File: src/rtl/conv_img_feeder.sv
// conv_img_feeder
// Buffers one IMG_H x IMG_W 8-bit image arriving in raster order, then pushes
// it to an NPU control bus as 3-row windows. Each window row gets a clear
// write, then one write per image column carrying that column's three
// vertically stacked pixels. After the third column, every column write is
// followed by a trigger write and WAIT_CYC idle cycles.
//
// Ports
//   clk        rising-edge clock
//   rst_ni     asynchronous active-low reset
//   s_valid    pixel stream valid
//   s_data     8-bit pixel, raster order
//   s_ready    feeder accepts a pixel (LOAD only)
//   m_ena      NPU bus enable (write cycles only)
//   m_wea      NPU bus write enable (equals m_ena; reads are never issued)
//   m_addra    NPU bus address {1'b0, sel[2:0], 12'h000}
//   m_dina     NPU bus write data
//   busy       high from the first CLR write until DONE
//   done       one-cycle pulse once the whole image has been issued
//   win_cnt    trigger writes issued for the current image (saturating)
//   dbg_state  current FSM state
//
// Stream handshake: a pixel moves on a rising edge where s_valid and s_ready
// are both high. s_ready never depends on s_valid. s_valid may be high at any
// time; while s_ready is low the pixel is not consumed and has no effect.
module conv_img_feeder #(
  parameter int IMG_H    = 16,
  parameter int IMG_W    = 15,
  parameter int K        = 3,
  parameter int WAIT_CYC = 3
) (
  input  logic        clk,
  input  logic        rst_ni,
  input  logic        s_valid,
  input  logic [7:0]  s_data,
  output logic        s_ready,
  output logic        m_ena,
  output logic        m_wea,
  output logic [15:0] m_addra,
  output logic [31:0] m_dina,
  output logic        busy,
  output logic        done,
  output logic [7:0]  win_cnt,
  output logic [2:0]  dbg_state
);

  localparam int NPIX  = IMG_H * IMG_W;
  localparam int IDX_W = $clog2(NPIX);
  localparam int WR_W  = $clog2(IMG_H);
  localparam int C_W   = $clog2(IMG_W);
  localparam int WT_W  = $clog2(WAIT_CYC + 1);

  localparam logic [15:0] ADDR_CTRL = {1'b0, 3'b100, 12'h000};
  localparam logic [15:0] ADDR_COL  = {1'b0, 3'b001, 12'h000};
  localparam logic [31:0] CMD_CLR   = 32'h0000_0008;
  localparam logic [31:0] CMD_TRIG  = 32'h0000_0001;

  typedef enum logic [2:0] {
    LOAD = 3'd0,
    CLR  = 3'd1,
    COL  = 3'd2,
    TRIG = 3'd3,
    GAP  = 3'd4,
    WAIT = 3'd5,
    DONE = 3'd6
  } state_t;

  state_t            state_q, state_d;
  logic [IDX_W-1:0]  idx_q, idx_d;
  logic [WR_W-1:0]   wr_q, wr_d;
  logic [C_W-1:0]    c_q, c_d;
  logic [WT_W-1:0]   wt_q, wt_d;
  logic [7:0]        win_cnt_q, win_cnt_d;
  // Remembers whether the current GAP follows a COL write (else a CLR write).
  logic              gap_col_q, gap_col_d;
  // Holds s_ready low until the first clock edge after reset release.
  logic              armed_q;
  logic              accept;

  logic [7:0]        pix_q [NPIX];
  logic [IDX_W-1:0]  rd0, rd1, rd2;

  // Raster indices of the three window-row pixels in column c.
  assign rd0 = IDX_W'(wr_q) * IDX_W'(IMG_W) + IDX_W'(c_q);
  assign rd1 = rd0 + IDX_W'(IMG_W);
  assign rd2 = rd1 + IDX_W'(IMG_W);

  // Pixel buffer: no reset, contents are always rewritten before use.
  always_ff @(posedge clk) begin
    if (accept) pix_q[idx_q] <= s_data;
  end

  always_ff @(posedge clk or negedge rst_ni) begin
    if (!rst_ni) begin
      state_q   <= LOAD;
      idx_q     <= '0;
      wr_q      <= '0;
      c_q       <= '0;
      wt_q      <= '0;
      win_cnt_q <= '0;
      gap_col_q <= 1'b0;
      armed_q   <= 1'b0;
    end else begin
      state_q   <= state_d;
      idx_q     <= idx_d;
      wr_q      <= wr_d;
      c_q       <= c_d;
      wt_q      <= wt_d;
      win_cnt_q <= win_cnt_d;
      gap_col_q <= gap_col_d;
      armed_q   <= 1'b1;
    end
  end

  always_comb begin
    state_d   = state_q;
    idx_d     = idx_q;
    wr_d      = wr_q;
    c_d       = c_q;
    wt_d      = wt_q;
    win_cnt_d = win_cnt_q;
    gap_col_d = gap_col_q;
    accept    = 1'b0;
    s_ready   = 1'b0;
    m_ena     = 1'b0;
    m_wea     = 1'b0;
    m_addra   = '0;
    m_dina    = '0;
    busy      = 1'b0;
    done      = 1'b0;
    case (state_q)
      LOAD: begin
        s_ready = armed_q;
        if (s_valid && armed_q) begin
          accept = 1'b1;
          if (idx_q == IDX_W'(NPIX - 1)) begin
            idx_d   = '0;
            wr_d    = '0;
            state_d = CLR;
          end else begin
            idx_d = idx_q + 1'b1;
          end
        end
      end
      CLR: begin
        busy      = 1'b1;
        m_ena     = 1'b1;
        m_wea     = 1'b1;
        m_addra   = ADDR_CTRL;
        m_dina    = CMD_CLR;
        c_d       = '0;
        gap_col_d = 1'b0;
        state_d   = GAP;
      end
      COL: begin
        busy      = 1'b1;
        m_ena     = 1'b1;
        m_wea     = 1'b1;
        m_addra   = ADDR_COL;
        m_dina    = {8'h00, pix_q[rd2], pix_q[rd1], pix_q[rd0]};
        gap_col_d = 1'b1;
        state_d   = GAP;
      end
      GAP: begin
        busy = 1'b1;
        if (!gap_col_q) begin
          state_d = COL;
        end else if (c_q >= C_W'(K - 1)) begin
          // A full K-wide window is now loaded: fire it.
          state_d = TRIG;
        end else begin
          c_d     = c_q + 1'b1;
          state_d = COL;
        end
      end
      TRIG: begin
        busy    = 1'b1;
        m_ena   = 1'b1;
        m_wea   = 1'b1;
        m_addra = ADDR_CTRL;
        m_dina  = CMD_TRIG;
        if (win_cnt_q != 8'hFF) win_cnt_d = win_cnt_q + 8'd1;
        wt_d    = '0;
        state_d = WAIT;
      end
      WAIT: begin
        busy = 1'b1;
        if (wt_q == WT_W'(WAIT_CYC - 1)) begin
          if (c_q != C_W'(IMG_W - 1)) begin
            c_d     = c_q + 1'b1;
            state_d = COL;
          end else if (wr_q != WR_W'(IMG_H - K)) begin
            wr_d    = wr_q + 1'b1;
            state_d = CLR;
          end else begin
            state_d = DONE;
          end
        end else begin
          wt_d = wt_q + 1'b1;
        end
      end
      DONE: begin
        done      = 1'b1;
        win_cnt_d = '0;
        state_d   = LOAD;
      end
      default: state_d = LOAD;
    endcase
  end

  assign win_cnt   = win_cnt_q;
  assign dbg_state = state_q;

endmodule

File: config.mk
export PLATFORM = sky130hd
export DESIGN_NAME = conv_img_feeder
export DESIGN_NICKNAME = d
export VERILOG_FILES = /design/src/rtl/conv_img_feeder.sv
export SDC_FILE = /design/constraint.sdc
export NUM_CORES = 2
export LEC_CHECK = 0
export ABC_AREA = 1
export CAP_MARGIN = 20
export CORE_MARGIN = 4
export CORE_UTILIZATION = 35
export DETAILED_ROUTE_END_ITERATION = 12
export PLACE_DENSITY = 0.53
export REMOVE_ABC_BUFFERS = 1
export SYNTH_ARGS = -nofsm -noshare
export SYNTH_HDL_FRONTEND = slang
export SYNTH_SLANG_ARGS = --single-unit
File: constraint.sdc
create_clock -name clk -period 4.9 [get_ports clk]
set_input_delay 0.98 -clock clk [delete_from_list [all_inputs] [get_ports clk]]
set_output_delay 0.98 -clock clk [all_outputs]
set_load 0.01 [all_outputs]
Yosys cells after proc, flatten, opt, wreduce, memory -nomap -nowiden

Memories as Yosys holds them, arrays and structs flattened.
Index checks and enable logic that the tools add are counted.

Output and inout port bits: 64
Word-level logic and storage cells: 92
Input bits: 11
Bits in writable memories: 1,920
Memories kept: 1
Register bits: 31

Memories:

| name  | words | width | read ports | clocked after Yosys merged registers in | wr ports | line | source |
|---|---|---|---|---|---|---|---|
| pix_q | 240   | 8     | 3          | 0                                       | 1        | 80   | `logic [7:0] pix_q [NPIX];` |

Eq/ne operators: 21
$mul: 1
Reductions and logical operators: 17
Multiplexer cells: 35
Order comparisons: 1
Add/sub/neg operators: 8

Operators by type and width:

| kind                  | number |
|---|---|
| $pmux W24 S3          | 1 |
| $mux W4               | 9 |
| $pmux W15 S2          | 1 |
| $ne A2 B2 Y1 const B  | 10 |
| $add A8 B1 Y8 const B | 2 |
| $add A8 B4 Y8 const B | 2 |
| $mux W8               | 2 |
| $pmux W8 S2           | 1 |
| $mux W3               | 5 |
| $pmux W3 S5           | 1 |
| $pmux W4 S3           | 1 |
| $mux W1               | 10 |
| $eq A3 B3 Y1 const B  | 3 |
| $add A4 B1 Y4 const B | 2 |
| $add A8 B4 Y8         | 1 |
| $eq A8 B8 Y1 const B  | 1 |
| $mul A4 B4 Y8 const B | 1 |
| $ne A4 B4 Y1 const B  | 2 |
| $ne A8 B8 Y1 const B  | 1 |
| $pmux W4 S2           | 1 |
| $reduce_bool A2 Y1    | 4 |
| $eq A3 B2 Y1 const B  | 2 |
| $reduce_and A2 Y1     | 3 |
| $reduce_and A6 Y1     | 1 |
| 15 further kinds      | 16 |

Longest topological paths before layout

An unclocked memory read counts as a cell.

Word-level depth: 6
Mapped depth: 29
Gate-level depth less buffers: 25

Worst setup path after synthesis

Ideal clock, no wire load.

Kind: flip-flop to output port
From: register wr_q[1]
To: output port m_dina[19]
Buffers on the path: 6
Stages on the path, launching flop included: 26
Path slack: -349 ps
Required time: 3,920 ps
Data arrival time: 4,269 ps
Cell sequence: dfrtp_1 > inv_1 > ha_1 > inv_1 > ha_1 > ha_1 > inv_2 > buf_2 > buf_1 > clkbuf_1 > ha_1 > buf_4 > nand2_1 > inv_2 > nor2_4 > buf_4 > clkbuf_1 > o21ai_1 > and2_0 > o21ai_1 > nand3_1 > nand3_1 > nand2_1 > nor2_1 > nor2_1 > nor2_1

Word-level cells in the longest chain between the ends: 6

RTL lines:

| element                | line | source |
|---|---|---|
| start, declared        | 70   | `logic [WR_W-1:0] wr_q, wr_d;` |
| start signal, assigned | 106  | `wr_q <= wr_d;` |
| $mul A4 B4 Y8          | 84   | `assign rd0 = IDX_W'(wr_q) * IDX_W'(IMG_W) + IDX_W'(c_q);` |
| $add A8 B4 Y8          | 84   |  |
| $add A8 B4 Y8          | 85   | `assign rd1 = rd0 + IDX_W'(IMG_W);` |
| $add A8 B4 Y8          | 86   | `assign rd2 = rd1 + IDX_W'(IMG_W);` |
| $mem_v2 Z240 W8        | n/a  |  |
| $pmux W24 S3           | 131  | `case (state_q)` |
| end, declared          | 40   | `output logic [31:0] m_dina,` |

Every way passes these cells.

Worst setup path in the final report

From: register wr_q[0]
To: output port m_dina[14]

Word-level cells in the longest chain between the ends: 5

RTL lines:

| element         | line |
|---|---|
| $mul A4 B4 Y8   | 84 |
| $add A8 B4 Y8   | 84 |
| $add A8 B4 Y8   | 85 |
| $mem_v2 Z240 W8 | n/a |
| $pmux W24 S3    | 131 |

Every way passes these cells.

==> summary by stage <==
Synthesis
The leading area contributor after synthesis is sky130_fd_sc_hd__edfxtp_1. The synthesized design contains 1,920 enable-type register cells. Counting flops with an async set or reset pin after synthesis yields a share of 0.0159.

The synthesized area per cell is 8.18 um2. The sequential-to-total area share from yosys stat is 0.528. The gate count after technology mapping is 13,532. The most used flip-flop cell after synthesis is sky130_fd_sc_hd__edfxtp_1. The share of synthesized area in the top cell type comes to 0.521. The number of distinct library cells after synthesis is 48. After synthesis, the cell types taking the most area are sky130_fd_sc_hd__edfxtp_1, sky130_fd_sc_hd__nand2_1, sky130_fd_sc_hd__o21ai_0. The synthesized design contains 1,951 register bits. The count of synthesis-stage warnings from yosys is 0.

In this run the cell area of the synthesized design comes to 111,000 um2.

Clocking
For this design, the CTS-stage hold fixing added 0 buffers. The H-tree was split into 4 levels. The sink count of the clock tree is 1,951. The cell chosen for the clock root is sky130_fd_sc_hd__clkbuf_16.

The number of CTS-inserted buffers is 226. After clock tree synthesis, the clock-pin slew on the worst setup and hold paths is 0.06 ns. The clock reaches the later pin of the worst-skew pair after 0.96 ns.

The clock passes through at most 4 buffers. TritonCTS built the clock tree.

STA
Adding up every negative setup slack in the final design gives -39.78 ns. The clock skew is 0.0565 ns. In this run the tightest slew margin relative to its limit is 0.223. The number of hold violations in the final report is 0. The number of setup violations in the final report is 24.

The transition time at the pin with the least slew margin is 1.16 ns. Setup repair after global routing could not meet its margin everywhere. Across all setup checks in the final design, the least slack found is -1.82 ns. For the finished layout, the period the worst path requires is 6.72 ns.

The max-slew violation count was 0. For this run, the top clock speed supported by timing is 149 MHz. The post-route fraction of the period consumed by the critical path is 1.37.

Finish
The area used by multi-input combinational logic is 47,100 um2. Registers take 58,400 um2. The final standard cell count with taps included and fillers excluded is 18,824.

The layout overhead on the synthesized area is 26.4%. The number of nets in the final layout is 14,533. The number of fillers in the final layout is 30,601. The post-route cell area is 140,000 um2. The utilization after layout is 0.444.

The fraction of final layout cells with drive strength greater than 1 is 0.185.

Global route
The number of global-route vias before repair is 97,663. Entering global routing, the biggest net connects 141 pins. The global route total overflow is 0. In the global route stage, overall resource usage came out at 0.303. The first-pass GRT wire length is 716,000 um. The initial antenna violation count is 18.

Detailed routing
The number of remaining DRC errors is 0. The count of nets left with antenna violations once routing finished came out at 0. The final wirelength is 515,000 um. Detailed routing inserted a total of 107,116 vias. In the routed layout, each cell is associated on average with a via count of 5.69. The first-pass iteration count of the detailed router is 10. The first-iteration detailed-routing DRC count is 17,164. Dividing the detail-routed wire length by the instance count gives 27.4 um.

Status
The final reports fail on negative setup slack. The run finished, with violations left.

Placed design
After detailed placement, the design holds a cell count of 18,267. The post-DP HPWL is 345,000 um. The final RePlAce weighted congestion is 1.01.

The cell area after placement is 126,000 um2. The count of input and output buffers is 52.

Power
The worst supply voltage drop on vdd is 334 uV. The switching power as a share of total power is 0.217. Of the total power, registers draw 0.513.

The standby leakage power is 55.6 nW. The share of power burned in combinational logic is 0.011. For this design the total switching power over the nets is 7.76 mW.

The clock network fraction of design power is 0.475. The internal power of the cells totals 27.9 mW. Dividing total power by cell area gives a power density of 255 nW/um2.

Die
The area of the die is 325,000 um2. 75 I/O pins were placed. The count of standard-cell rows is 206. The starting utilization of the core area is 0.351. The width of the die is 570 um. The die is 570 um tall. The core area is 315,000 um2.

Setup path
Of all nets on the critical path, the largest fanout is 11. The worst setup path is launched from a flop. STA puts the critical path data arrival time at 5.74 ns. The worst setup path is captured at a primary output.

By startpoint and endpoint, the worst setup path is classified as flop to primary output. For the worst setup path, the data required time is 3.92 ns.

Worst hold path
The worst hold path class is input pin to async pin.

Run
The reported max-cap violation count is 0.
## worst paths after layout
kind | start | endpoint | slack [ns] | cells past startpoint
setup / recovery | wr_q[0] | m_dina[14] | -1.82 | 23
hold / removal | rst_ni | armed_q | 0.21 | 1
setup reg to reg | dbg_state[0] | pix_q[84][2] | 1.43 | 12
hold reg to reg | wt_q[0] | wt_q[0] | 0.49 | 1
max in group asynchronous | rst_ni | idx_q[6] | 4.09 | 1
min in group clk | s_data[1] | pix_q[39][1] | 0.48 | 1
## stage by stage
| step | hold slack, ns | total power, mW | setup slack [ns] |
|---|---|---|---|
| finish | 0.209 | 35.7 | -1.82 |
| global route | 0.217 | 36.5 | -1.87 |
| CTS | 0.156 | 35.8 | -1.81 |
| detailed placement | 0.478 | 19.1 | -1.88 |
| global placement | 0.472 | 19.1 | -1.84 |
| floorplan | 0.456 | 18.7 | -72.72 |
## placed cells by master (no fill, tap or decap), types with 216 or more instances in the layout
cell	n
sky130_fd_sc_hd__nor2_1	500
sky130_fd_sc_hd__o21ai_0	1374
sky130_fd_sc_hd__inv_1	1086
sky130_fd_sc_hd__buf_12	216
sky130_fd_sc_hd__a21oi_1	764
sky130_fd_sc_hd__edfxtp_1	1920
sky130_fd_sc_hd__clkbuf_16	234
sky130_fd_sc_hd__buf_4	1312
sky130_fd_sc_hd__o211ai_1	562
sky130_fd_sc_hd__nand3_1	922
sky130_fd_sc_hd__nand2_1	4198
## power by group through the flow
stage / Combinational (mW) / Clock [mW] / Sequential [mW]
floorplan: 0.00768 / 0 / 18.7
CTS: 0.393 / 17.0 / 18.3
detailed placement: 0.394 / 0 / 18.7
global route: 0.410 / 17.8 / 18.3
global placement: 0.389 / 0 / 18.7
finish: 0.400 / 17.0 / 18.3
## worst max-delay path: stages (launching register included)
cell and delay, ns:
sky130_fd_sc_hd__dfrtp_1 0.40, sky130_fd_sc_hd__fa_1 0.57, sky130_fd_sc_hd__inv_2 0.05, sky130_fd_sc_hd__fa_1 0.49, sky130_fd_sc_hd__inv_2 0.04, sky130_fd_sc_hd__fa_4 0.84, sky130_fd_sc_hd__inv_8 0.07, sky130_fd_sc_hd__nand2_4 0.08
sky130_fd_sc_hd__nand2_8 0.10, sky130_fd_sc_hd__buf_16 0.20, sky130_fd_sc_hd__buf_4 0.16, sky130_fd_sc_hd__buf_12 0.14, sky130_fd_sc_hd__buf_12 0.15, sky130_fd_sc_hd__a21oi_1 0.11, sky130_fd_sc_hd__o211ai_1 0.15, sky130_fd_sc_hd__nand3_1 0.16
sky130_fd_sc_hd__nand3_2 0.17, sky130_fd_sc_hd__nand3_2 0.15, sky130_fd_sc_hd__nand2_1 0.07, sky130_fd_sc_hd__nor2_1 0.12, sky130_fd_sc_hd__buf_4 0.15, sky130_fd_sc_hd__nor2_2 0.05, sky130_fd_sc_hd__nor2_4 0.21, sky130_fd_sc_hd__buf_6 0.15
## Yosys cell counts (2+ instances only)
master / count
sky130_fd_sc_hd__nand2_1: 4441
sky130_fd_sc_hd__edfxtp_1: 1920
sky130_fd_sc_hd__o21ai_0: 1397
sky130_fd_sc_hd__nand3_1: 1209
sky130_fd_sc_hd__inv_1: 1092
sky130_fd_sc_hd__a21oi_1: 791
sky130_fd_sc_hd__o211ai_1: 562
sky130_fd_sc_hd__nor2_1: 549
sky130_fd_sc_hd__clkbuf_1: 451
sky130_fd_sc_hd__buf_2: 356
sky130_fd_sc_hd__o21ai_1: 194
sky130_fd_sc_hd__buf_1: 157
sky130_fd_sc_hd__o2111ai_1: 99
sky130_fd_sc_hd__buf_4: 67
sky130_fd_sc_hd__dfrtp_1: 31
sky130_fd_sc_hd__ha_1: 30
sky130_fd_sc_hd__o221ai_1: 23
sky130_fd_sc_hd__a21boi_0: 19
sky130_fd_sc_hd__a31oi_1: 17
sky130_fd_sc_hd__inv_2: 16
sky130_fd_sc_hd__nand2_2: 15
sky130_fd_sc_hd__buf_6: 14
sky130_fd_sc_hd__a22oi_1: 10
sky130_fd_sc_hd__nor3_1: 9
sky130_fd_sc_hd__nand4_1: 8
sky130_fd_sc_hd__fa_1: 7
sky130_fd_sc_hd__nor2_2: 6
sky130_fd_sc_hd__or2_2: 6
sky130_fd_sc_hd__nand3_2: 4
sky130_fd_sc_hd__or2_1: 4
sky130_fd_sc_hd__a211oi_1: 3
sky130_fd_sc_hd__o21a_1: 3
sky130_fd_sc_hd__conb_1: 2
sky130_fd_sc_hd__inv_4: 2
sky130_fd_sc_hd__nand2_4: 2
sky130_fd_sc_hd__nor3b_1: 2
sky130_fd_sc_hd__o22ai_1: 2
sky130_fd_sc_hd__xor2_1: 2
## sequential cells by signal, indices dropped and copies added, names as in the netlist
| name | cells |
|---|---|
| pix_q | 1920 |
| c_q | 4 |
| idx_q | 8 |
| wr_q | 4 |
| dbg_state | 3 |
| wt_q | 2 |
| armed_q | 1 |
| win_cnt | 8 |
| gap_col_q | 1 |
## cells by family after synthesis
group	count (synthesis)	synth area share
AND/OR/NAND/NOR	6259	0.227
AO/OA/AOI/OAI	3125	0.159
buffers and inverters	2156	0.0805
flip-flops	1951	0.528
adder cells (fa/ha/maj)	37	0.00466
XOR/XNOR	2	0.000158
other	2	0.0000678
## routing by layer
| layer | GRT usage | vias to the layer above | wire length [um] |
|---|---|---|---|
| met5 | 0 | - | 80 |
| met4 | 0.156 | 8 | 33200 |
| met3 | 0.0703 | 1426 | 61500 |
| met2 | 0.450 | 6929 | 217000 |
| met1 | 0.411 | 50759 | 203000 |
| li1 | - | 47994 | - |
## repair_timing
item                       in CTS  in global routing
buffers inserted               92                 29
pin swaps                     230                116
hold endpoints to repair        0                  0
resized for setup             940                247
cloned                         33                  8
setup endpoints to repair      24                 24
## final cells by class
cell class / instances / area share
multi-input cells: 9446 / 0.337
repair buffers: 1750 / 0.127
inverters: 1110 / 0.0303
flip-flops and latches: 1951 / 0.418
clock inverters: 125 / 0.00889
well taps: 4160 / 0.0372
diodes: 8 / 0.000143
clock buffers: 274 / 0.0419
Note: power is estimated with default switching activity, not from simulation.
